$ cat config.mk
export PLATFORM = sky130hd
export DESIGN_NAME = lmx2581_word_sequencer_flat
export DESIGN_NICKNAME = d
export VERILOG_FILES = /design/src/rtl/lmx2581_pkg.sv /design/src/rtl/lmx2581_word_sequencer_if.sv /design/src/rtl/lmx2581_word_fifo.sv /design/src/rtl/lmx2581_word_sequencer.sv /design/src/flat_wrapper.sv
export SDC_FILE = /design/constraint.sdc
export NUM_CORES = 1
export LEC_CHECK = 0
export CAP_MARGIN = 30
export CORE_ASPECT_RATIO = 0.75
export CORE_MARGIN = 10
export CORE_UTILIZATION = 43
export CTS_CLUSTER_DIAMETER = 30
export CTS_CLUSTER_SIZE = 25
export DETAILED_ROUTE_END_ITERATION = 10
export DONT_BUFFER_PORTS = 1
export PLACE_DENSITY_LB_ADDON = 0.1
export REMOVE_ABC_BUFFERS = 1
export SLEW_MARGIN = 5
export SYNTH_ARGS = -nofsm -noshare
export SYNTH_HDL_FRONTEND = slang
export SYNTH_HIERARCHICAL = 1
export SYNTH_SLANG_ARGS = --single-unit
$ cat constraint.sdc
create_clock -name wb_clk_i -period 5.7 [get_ports wb_clk_i]
set_input_delay 1.425 -clock wb_clk_i [delete_from_list [all_inputs] [get_ports wb_clk_i]]
set_output_delay 1.425 -clock wb_clk_i [all_outputs]
set_load 0.02 [all_outputs]
$ cat src/rtl/lmx2581_pkg.sv
// Shared definitions for the LMX2581 word sequencer.
//   LMX_WORD_W    : width of one LMX2581 register word
//   DEF_*         : default parameter values for the sequencer and FIFO
//   seq_state_e   : one-hot sequencer FSM state encoding
package lmx2581_pkg;

  localparam int LMX_WORD_W   = 32;
  localparam int DEF_FIFO_AW  = 4;
  localparam int DEF_GAP_BITS = 16;
  localparam int DEF_CNT_BITS = 16;

  typedef enum logic [3:0] {
    ST_IDLE      = 4'b0001,
    ST_ISSUE     = 4'b0010,
    ST_WAIT_DONE = 4'b0100,
    ST_GAP       = 4'b1000
  } seq_state_e;

endpackage

$ cat src/rtl/lmx2581_word_sequencer_if.sv
// Handshake between the word sequencer and the LMX2581 SPI engine.
//   word_o       : register word offered to the SPI engine
//   word_valid_o : word_o is valid
//   word_ready_i : SPI engine idle and able to accept
//   word_done_i  : one-cycle pulse when the SPI transaction finishes
// Modports: master = sequencer side, slave = SPI engine side.
interface lmx2581_word_sequencer_if import lmx2581_pkg::*; ();

  logic [LMX_WORD_W-1:0] word_o;
  logic                  word_valid_o;
  logic                  word_ready_i;
  logic                  word_done_i;

  modport master (
    output word_o,
    output word_valid_o,
    input  word_ready_i,
    input  word_done_i
  );

  modport slave (
    input  word_o,
    input  word_valid_o,
    output word_ready_i,
    output word_done_i
  );

endinterface

$ cat src/rtl/lmx2581_word_fifo.sv
// Single-clock word FIFO with registered pop data.
//   clk, rst          : clock, asynchronous active-high reset
//   clr_i             : synchronous flush (also clears the overflow flag)
//   push_i/push_data_i: write request and data; dropped when full unless popping
//   pop_i             : read request; rd_data_o updates on the next edge
//   count_o/full_o/empty_o : occupancy status
//   overflow_o        : sticky, set when a push is dropped
module lmx2581_word_fifo import lmx2581_pkg::*; #(
  parameter int AW = DEF_FIFO_AW,
  parameter int DW = LMX_WORD_W
) (
  input  logic          clk,
  input  logic          rst,
  input  logic          clr_i,
  input  logic          push_i,
  input  logic [DW-1:0] push_data_i,
  input  logic          pop_i,
  output logic [DW-1:0] rd_data_o,
  output logic [AW:0]   count_o,
  output logic          full_o,
  output logic          empty_o,
  output logic          overflow_o
);

  localparam int          DEPTH   = 1 << AW;
  localparam logic [AW:0] DEPTH_C = {1'b1, {AW{1'b0}}};

  logic [DW-1:0] mem_q [DEPTH];
  logic [AW-1:0] wr_ptr_q, wr_ptr_d;
  logic [AW-1:0] rd_ptr_q, rd_ptr_d;
  logic [AW:0]   count_q, count_d;
  logic [DW-1:0] rd_data_q, rd_data_d;
  logic          ovf_q, ovf_d;
  logic          full_s, empty_s, push_ok_s, pop_ok_s;

  assign full_s  = (count_q == DEPTH_C);
  assign empty_s = (count_q == {(AW+1){1'b0}});
  assign pop_ok_s  = pop_i & ~empty_s;
  // A pop in the same cycle frees the slot being written, so a full FIFO still accepts.
  assign push_ok_s = push_i & (~full_s | pop_ok_s);

  // Next-state for pointers, occupancy, pop data and overflow flag.
  always_comb begin
    wr_ptr_d  = wr_ptr_q;
    rd_ptr_d  = rd_ptr_q;
    count_d   = count_q;
    rd_data_d = rd_data_q;
    ovf_d     = ovf_q;
    if (clr_i) begin
      wr_ptr_d = {AW{1'b0}};
      rd_ptr_d = {AW{1'b0}};
      count_d  = {(AW+1){1'b0}};
      ovf_d    = 1'b0;
    end else begin
      if (push_ok_s) begin
        wr_ptr_d = wr_ptr_q + AW'(1);
      end else begin
        wr_ptr_d = wr_ptr_q;
      end
      if (pop_ok_s) begin
        rd_ptr_d  = rd_ptr_q + AW'(1);
        rd_data_d = mem_q[rd_ptr_q];
      end else begin
        rd_ptr_d  = rd_ptr_q;
        rd_data_d = rd_data_q;
      end
      case ({push_ok_s, pop_ok_s})
        2'b10:   count_d = count_q + (AW+1)'(1);
        2'b01:   count_d = count_q - (AW+1)'(1);
        default: count_d = count_q;
      endcase
      if (push_i && !push_ok_s) begin
        ovf_d = 1'b1;
      end else begin
        ovf_d = ovf_q;
      end
    end
  end

  // Control and pop-data registers.
  always_ff @(posedge clk or posedge rst) begin
    if (rst) begin
      wr_ptr_q  <= {AW{1'b0}};
      rd_ptr_q  <= {AW{1'b0}};
      count_q   <= {(AW+1){1'b0}};
      rd_data_q <= {DW{1'b0}};
      ovf_q     <= 1'b0;
    end else begin
      wr_ptr_q  <= wr_ptr_d;
      rd_ptr_q  <= rd_ptr_d;
      count_q   <= count_d;
      rd_data_q <= rd_data_d;
      ovf_q     <= ovf_d;
    end
  end

  // Storage array; needs no reset because count gates every read.
  always_ff @(posedge clk) begin
    if (push_ok_s && !clr_i) begin
      mem_q[wr_ptr_q] <= push_data_i;
    end
  end

  assign rd_data_o  = rd_data_q;
  assign count_o    = count_q;
  assign full_o     = full_s;
  assign empty_o    = empty_s;
  assign overflow_o = ovf_q;

endmodule

$ cat src/rtl/lmx2581_word_sequencer.sv
// Feeds buffered LMX2581 register words to the SPI engine one at a time,
// waiting for each transaction to finish plus a programmable idle gap.
//   wb_clk_i, wb_rst_i : clock, asynchronous active-high reset
//   push_i/push_data_i : write a word into the FIFO
//   clear_i            : synchronous flush of FIFO, FSM, overflow and sent count
//   run_i              : while high, the FIFO drains to the SPI engine
//   gap_cycles_i       : idle clocks after each word_done_i (sampled on the pulse)
//   spi                : word/valid/ready/done handshake to the SPI engine
//   fifo_count_o/fifo_full_o/overflow_o : FIFO status
//   busy_o             : transaction in progress or words pending
//   words_sent_o       : accepted handshakes, wrapping
module lmx2581_word_sequencer import lmx2581_pkg::*; #(
  parameter int FIFO_AW  = DEF_FIFO_AW,
  parameter int GAP_BITS = DEF_GAP_BITS,
  parameter int CNT_BITS = DEF_CNT_BITS
) (
  input  logic                  wb_clk_i,
  input  logic                  wb_rst_i,
  input  logic                  push_i,
  input  logic [LMX_WORD_W-1:0] push_data_i,
  input  logic                  clear_i,
  input  logic                  run_i,
  input  logic [GAP_BITS-1:0]   gap_cycles_i,
  lmx2581_word_sequencer_if.master spi,
  output logic [FIFO_AW:0]      fifo_count_o,
  output logic                  fifo_full_o,
  output logic                  overflow_o,
  output logic                  busy_o,
  output logic [CNT_BITS-1:0]   words_sent_o
);

  seq_state_e            state_q, state_d;
  logic                  valid_q, valid_d;
  logic [GAP_BITS-1:0]   gap_q, gap_d;
  logic [CNT_BITS-1:0]   sent_q, sent_d;
  logic                  pop_s;
  logic                  fifo_empty_s;
  logic [LMX_WORD_W-1:0] fifo_rd_data_s;

  lmx2581_word_fifo #(
    .AW (FIFO_AW),
    .DW (LMX_WORD_W)
  ) u_fifo (
    .clk         (wb_clk_i),
    .rst         (wb_rst_i),
    .clr_i       (clear_i),
    .push_i      (push_i),
    .push_data_i (push_data_i),
    .pop_i       (pop_s),
    .rd_data_o   (fifo_rd_data_s),
    .count_o     (fifo_count_o),
    .full_o      (fifo_full_o),
    .empty_o     (fifo_empty_s),
    .overflow_o  (overflow_o)
  );

  // Sequencer next-state, pop request, gap countdown and sent counter.
  always_comb begin
    state_d = state_q;
    valid_d = valid_q;
    gap_d   = gap_q;
    sent_d  = sent_q;
    pop_s   = 1'b0;
    if (clear_i) begin
      state_d = ST_IDLE;
      valid_d = 1'b0;
      gap_d   = {GAP_BITS{1'b0}};
      sent_d  = {CNT_BITS{1'b0}};
    end else begin
      case (state_q)
        ST_IDLE: begin
          if (run_i && !fifo_empty_s) begin
            pop_s   = 1'b1;
            valid_d = 1'b1;
            state_d = ST_ISSUE;
          end else begin
            state_d = ST_IDLE;
          end
        end
        ST_ISSUE: begin
          // Once offered, the word is never withdrawn, even if run_i drops.
          if (spi.word_ready_i) begin
            valid_d = 1'b0;
            sent_d  = sent_q + CNT_BITS'(1);
            state_d = ST_WAIT_DONE;
          end else begin
            state_d = ST_ISSUE;
          end
        end
        ST_WAIT_DONE: begin
          if (spi.word_done_i) begin
            if (gap_cycles_i == {GAP_BITS{1'b0}}) begin
              state_d = ST_IDLE;
            end else begin
              gap_d   = gap_cycles_i;
              state_d = ST_GAP;
            end
          end else begin
            state_d = ST_WAIT_DONE;
          end
        end
        ST_GAP: begin
          // Leaving at 1 yields exactly gap_cycles_i clocks from done to IDLE.
          if (gap_q <= GAP_BITS'(1)) begin
            state_d = ST_IDLE;
          end else begin
            gap_d = gap_q - GAP_BITS'(1);
          end
        end
        default: begin
          state_d = ST_IDLE;
          valid_d = 1'b0;
        end
      endcase
    end
  end

  // Sequencer state registers.
  always_ff @(posedge wb_clk_i or posedge wb_rst_i) begin
    if (wb_rst_i) begin
      state_q <= ST_IDLE;
      valid_q <= 1'b0;
      gap_q   <= {GAP_BITS{1'b0}};
      sent_q  <= {CNT_BITS{1'b0}};
    end else begin
      state_q <= state_d;
      valid_q <= valid_d;
      gap_q   <= gap_d;
      sent_q  <= sent_d;
    end
  end

  // The FIFO's registered pop data doubles as the held output word.
  assign spi.word_o       = fifo_rd_data_s;
  assign spi.word_valid_o = valid_q;
  assign busy_o           = (state_q != ST_IDLE) | ~fifo_empty_s;
  assign words_sent_o     = sent_q;

endmodule

$ cat src/flat_wrapper.sv
// flat-port wrapper written by rule: the top's interface ports become plain ports
module lmx2581_word_sequencer_flat import lmx2581_pkg::*;
#(
  parameter int FIFO_AW  = DEF_FIFO_AW,
  parameter int GAP_BITS = DEF_GAP_BITS,
  parameter int CNT_BITS = DEF_CNT_BITS
)
  (wb_clk_i, wb_rst_i, push_i, push_data_i, clear_i, run_i, gap_cycles_i, fifo_count_o, fifo_full_o, overflow_o, busy_o, words_sent_o, spi_word_o, spi_word_valid_o, spi_word_ready_i, spi_word_done_i);
  lmx2581_word_sequencer_if spi_i ();
  input  logic wb_clk_i;
  input  logic wb_rst_i;
  input  logic push_i;
  input  logic [LMX_WORD_W-1:0] push_data_i;
  input  logic clear_i;
  input  logic run_i;
  input  logic [GAP_BITS-1:0] gap_cycles_i;
  output logic [FIFO_AW:0] fifo_count_o;
  output logic fifo_full_o;
  output logic overflow_o;
  output logic busy_o;
  output logic [CNT_BITS-1:0] words_sent_o;
  output wire logic [$bits(spi_i.word_o)-1:0] spi_word_o;
  output wire logic [$bits(spi_i.word_valid_o)-1:0] spi_word_valid_o;
  input wire logic [$bits(spi_i.word_ready_i)-1:0] spi_word_ready_i;
  input wire logic [$bits(spi_i.word_done_i)-1:0] spi_word_done_i;
  assign spi_word_o = spi_i.word_o;
  assign spi_word_valid_o = spi_i.word_valid_o;
  assign spi_i.word_ready_i = spi_word_ready_i;
  assign spi_i.word_done_i = spi_word_done_i;
  lmx2581_word_sequencer #(.FIFO_AW(FIFO_AW), .GAP_BITS(GAP_BITS), .CNT_BITS(CNT_BITS)) u_core (.wb_clk_i(wb_clk_i), .wb_rst_i(wb_rst_i), .push_i(push_i), .push_data_i(push_data_i), .clear_i(clear_i), .run_i(run_i), .gap_cycles_i(gap_cycles_i), .spi(spi_i), .fifo_count_o(fifo_count_o), .fifo_full_o(fifo_full_o), .overflow_o(overflow_o), .busy_o(busy_o), .words_sent_o(words_sent_o));
endmodule
==> impl_summary.log <==
[metrics] status: complete, no violations
[metrics] # port buffers: 0
[metrics] maximum fanout along the worst path: 24
[metrics] clock root cell: sky130_fd_sc_hd__clkbuf_16
[metrics] fin crit share: 0.752
[metrics] count of hold-fix buffers inserted at cts: 0
[metrics] Detailed Route Iter0 Violations: 1118
[metrics] number of enable-type register cells in the synthesized netlist: 512
[metrics] largest area contributor in the netlist: sky130_fd_sc_hd__edfxtp_1
[metrics] total number of placement rows: 74
[metrics] P_leak: 9.34 nW
[metrics] combined area of all synthesized cells: 23900 µm²
[metrics] setup total negative slack: 0 ns
[metrics] die area: 65500 µm²
[metrics] width of the chip: 292 µm
[metrics] setup-violating endpoint count in the final report: 0
[metrics] total DRC errors in the routed layout: 0
[metrics] total power per unit cell area: 423 nW/µm²
[metrics] residual antenna-violating net count after detailed routing: 0
[metrics] number of cells on the worst reg-to-reg path: 10
[metrics] XOR/XNOR Fraction of Synth Area: 0.00769
[metrics] number of global-route vias before repair: 12500
[metrics] TritonCTS clock tree: built
[metrics] Post-layout nets: 1396
[metrics] number of vias in the routed layout: 12300
[metrics] final WL: 59700 µm
[metrics] worst r2r src: u_core/u_fifo/count_o[0]
[metrics] post-route standard cell area excluding fillers: 28700 µm²
[metrics] crit path kind: reg2reg
[metrics] YS warnings: 6
[metrics] fraction of registers with async set/reset: 0.139
[metrics] relative area change from synthesis to final layout: 20.1%
[metrics] deepest clock path buffer count: 3
[metrics] number of buffers created by CTS: 112
[metrics] mux cell area share after synthesis: 0.150
[metrics] total of max-cap violations: 0
[metrics] ys flop type: sky130_fd_sc_hd__edfxtp_1
[metrics] post-layout instance count excluding filler cells: 2150
[metrics] combinational family with the most area after synthesis: multiplexers
[metrics] total instance count after detailed placement: 1936
[metrics] slew margin rel.: 0.301
[metrics] worst hold path type: reg2reg
[metrics] starting density of the core: 0.437
[metrics] via/cell ratio: 5.74
[metrics] worst ir drop on vdd: 0.000270 V
[metrics] global-route usage over all layers: 0.183
[metrics] height of the die: 224 µm
[metrics] Worst EP required: 5.99 ns
[metrics] utilization of the core after routing: 0.525
[metrics] instance count of the mapped netlist: 1248
[metrics] Routed wire per std cell: 27.8 µm
[metrics] setup ws final: 1.41 ns
[metrics] sequential area share after synthesis: 0.730
[metrics] global-route wire length before repair: 88500 µm
[metrics] capturing element type of the critical path: flop
[metrics] sink count of the clock tree: 595
[metrics] portion of synthesized cell area occupied by the leading cell type: 0.643
[metrics] cell type of the slowest stage on the worst timing path: sky130_fd_sc_hd__dfrtp_1
[metrics] simple-gate area share of the yosys netlist: 0.0428
[metrics] 1st-pass router iterations: 5
[metrics] CORE AREA: 54700 µm²
[metrics] Critical R2R Capture: u_core/u_fifo/mem_q[8][27]
[metrics] clock latency of the later-clocked register in the worst-skew pair: 0.66 ns
[metrics] global route overflow: 0
[metrics] final hold violation count: 0
[metrics] Post-DP HPWL: 37000 µm
[metrics] share of cells above drive strength 1: 0.292
[metrics] compound-cell area share of the yosys netlist: 0.0463
[metrics] crit path from: u_core/u_fifo/count_o[0]
[metrics] Setup crit end: u_core/u_fifo/mem_q[8][27]
[metrics] number of cells upsized or downsized after cts: 0
[metrics] most used cells in the layout excluding fill and tap cells: 512 x sky130_fd_sc_hd__edfxtp_1, 128 x sky130_fd_sc_hd__mux4_2, 113 x sky130_fd_sc_hd__clkbuf_16, 79 x sky130_fd_sc_hd__dfrtp_1, 69 x sky130_fd_sc_hd__mux2i_1
[metrics] series of cell instances along the critical path: or4_1 -> nor2_1 -> nor2b_1 -> nand2_1 -> nor2_1 -> nor2b_1 -> a21oi_1 -> nand2_1 -> nor2_4 -> buf_4
[metrics] cell types occupying the most area after synthesis: sky130_fd_sc_hd__edfxtp_1 64%, sky130_fd_sc_hd__mux4_2 12%, sky130_fd_sc_hd__dfrtp_1 8.6%
[metrics] worst clock skew: 0.0179 ns
[metrics] number of different library cells in the post-synthesis netlist: 67
[metrics] largest incremental delay on the critical path: 0.56 ns
[metrics] Routability Congestion: 0.792
[metrics] pin count of the biggest net entering global routing: 81
[metrics] number of stages on the worst hold path: 2
[metrics] pre-CTS setup slack: 1.19 ns
[metrics] post-CTS setup-driven buffer insertion count: 0
[metrics] post-synthesis register bit count: 595
[metrics] highest clock frequency the design can meet: 233 MHz
[metrics] data arrival time at the worst-slack endpoint: 4.57 ns
[metrics] transition time at the pin with the least slew margin: 1.05 ns
[metrics] CTS H-Tree Depth: 3
[metrics] unrepaired setup endpoints after global routing: false
[metrics] post-synthesis share of cell area spent on full adders, half adders and majority gates: 0.00659
[metrics] total cell area at the placement stage: 25000 µm²
[metrics] number of antenna violations at the first check in global routing: 2
[metrics] Tmin final: 4.29 ns
[metrics] Reg2Reg Setup Slack: 1.41 ns
[metrics] most common library cell in the layout ignoring fill and taps: sky130_fd_sc_hd__edfxtp_1
[metrics] category of the worst setup path launch point: flop
[metrics] Synth Area per Inst: 19.2 µm²
[metrics] max-slew violation count: 0
[metrics] IO Pins: 112
[metrics] clock-pin transition on the worst setup and hold timing paths: 0.05 ns
-- synthesized netlist by cell type, types with 4 or more instances --
cell type                  instances
sky130_fd_sc_hd__or2_2             5
sky130_fd_sc_hd__o32ai_1           4
sky130_fd_sc_hd__buf_1             4
sky130_fd_sc_hd__inv_1            19
sky130_fd_sc_hd__ha_1             11
sky130_fd_sc_hd__nand2_1          57
sky130_fd_sc_hd__a21oi_1          27
sky130_fd_sc_hd__nor3_1           14
sky130_fd_sc_hd__buf_6             4
sky130_fd_sc_hd__buf_2            18
sky130_fd_sc_hd__nand3_1          16
sky130_fd_sc_hd__nand2b_1          5
sky130_fd_sc_hd__nor2b_1          10
sky130_fd_sc_hd__mux2i_1          69
sky130_fd_sc_hd__nor4_1            9
sky130_fd_sc_hd__xor2_1           13
sky130_fd_sc_hd__a31oi_1           7
sky130_fd_sc_hd__dfrtp_1          82
sky130_fd_sc_hd__nor2_1           57
sky130_fd_sc_hd__nand4_1           4
sky130_fd_sc_hd__o221ai_2         30
sky130_fd_sc_hd__o211ai_1          6
sky130_fd_sc_hd__clkbuf_1         39
sky130_fd_sc_hd__mux4_2          128
sky130_fd_sc_hd__or3_1             4
sky130_fd_sc_hd__edfxtp_1        512
sky130_fd_sc_hd__o311ai_0          4
sky130_fd_sc_hd__xnor2_1           8
sky130_fd_sc_hd__o21ai_0          19
-- state kept, by name, indices dropped and copies added (netlist names) --
signal                    count
u_core/u_fifo/mem_q         512
u_core/u_fifo/rd_data_o      32
u_core/gap_q                 16
u_core/words_sent_o          16
u_core/u_fifo/count_o         5
u_core/state_q                4
u_core/u_fifo/rd_ptr_q        4
u_core/u_fifo/wr_ptr_q        4
u_core/spi.word_valid_o       1
u_core/u_fifo/overflow_o      1
-- worst max-delay path, delay by kind of cell, from the launching register on --
kind	cells	cell delay (ns)
AO/OA/AOI/OAI	1	0.54
buffers and inverters	1	0.47
flip-flops	1	0.56
AND/OR/NAND/NOR	8	2.34
-- layer usage --
metal | up-vias | share of wire | global-route usage
met5 | - | 0 | 0
met3 | 79 | 0.072 | 0.0502
met1 | 6528 | 0.47 | 0.270
li1 | 5295 | - | -
met4 | 0 | 0.015 | 0.0425
met2 | 429 | 0.45 | 0.265
-- layout make-up --
| type | instances | area (µm²) |
|---|---|---|
| multi-input cells | 566 | 6190 |
| repair buffers | 35 | 360 |
| inverters | 19 | 71.3 |
| flip-flops and latches | 595 | 17500 |
| clock buffers | 132 | 2950 |
| fillers | 4298 | 26000 |
| diodes | 3 | 7.51 |
| clock inverters | 78 | 759 |
| well taps | 722 | 903 |
-- stage by stage --
stage          power [mW]  hold WS [ns]
3_3_place_gp         5.89         0.527
5_1_grt              12.6         0.571
3_5_place_dp         5.91         0.540
2_1_floorplan        5.64         0.501
4_1_cts              12.3         0.546
6_report             12.2         0.548
-- where the power goes --
| part | switching (mW) | total (mW) | internal (mW) |
|---|---|---|---|
| Combinational | 0.336 | 0.571 | 0.235 |
| Sequential | 0.330 | 5.23 | 4.90 |
| Clock | 2.21 | 6.35 | 4.14 |
-- cells by family after synthesis --
logic type,after synthesis
xor gates and xnor gates,21
AOI/OAI and AO/OA,127
adders and majority gates,12
and+or+nand+nor,207
DFF,595
muxes,199
buffers and inverters,87
-- worst min-delay path by stage --
| stage | to | slack [ns] | from |
|---|---|---|---|
| finish | u_core/gap_q[6] | 0.55 | u_core/gap_q[6] |
| global route | u_core/gap_q[13] | 0.57 | u_core/gap_q[13] |
| CTS | u_core/gap_q[6] | 0.55 | u_core/gap_q[6] |
| detailed placement | u_core/gap_q[13] | 0.54 | u_core/gap_q[13] |
| global placement | u_core/gap_q[15] | 0.53 | u_core/gap_q[15] |
| floorplan | u_core/gap_q[15] | 0.50 | u_core/gap_q[15] |
No activity file was read; power rests on OpenSTA's default activity.
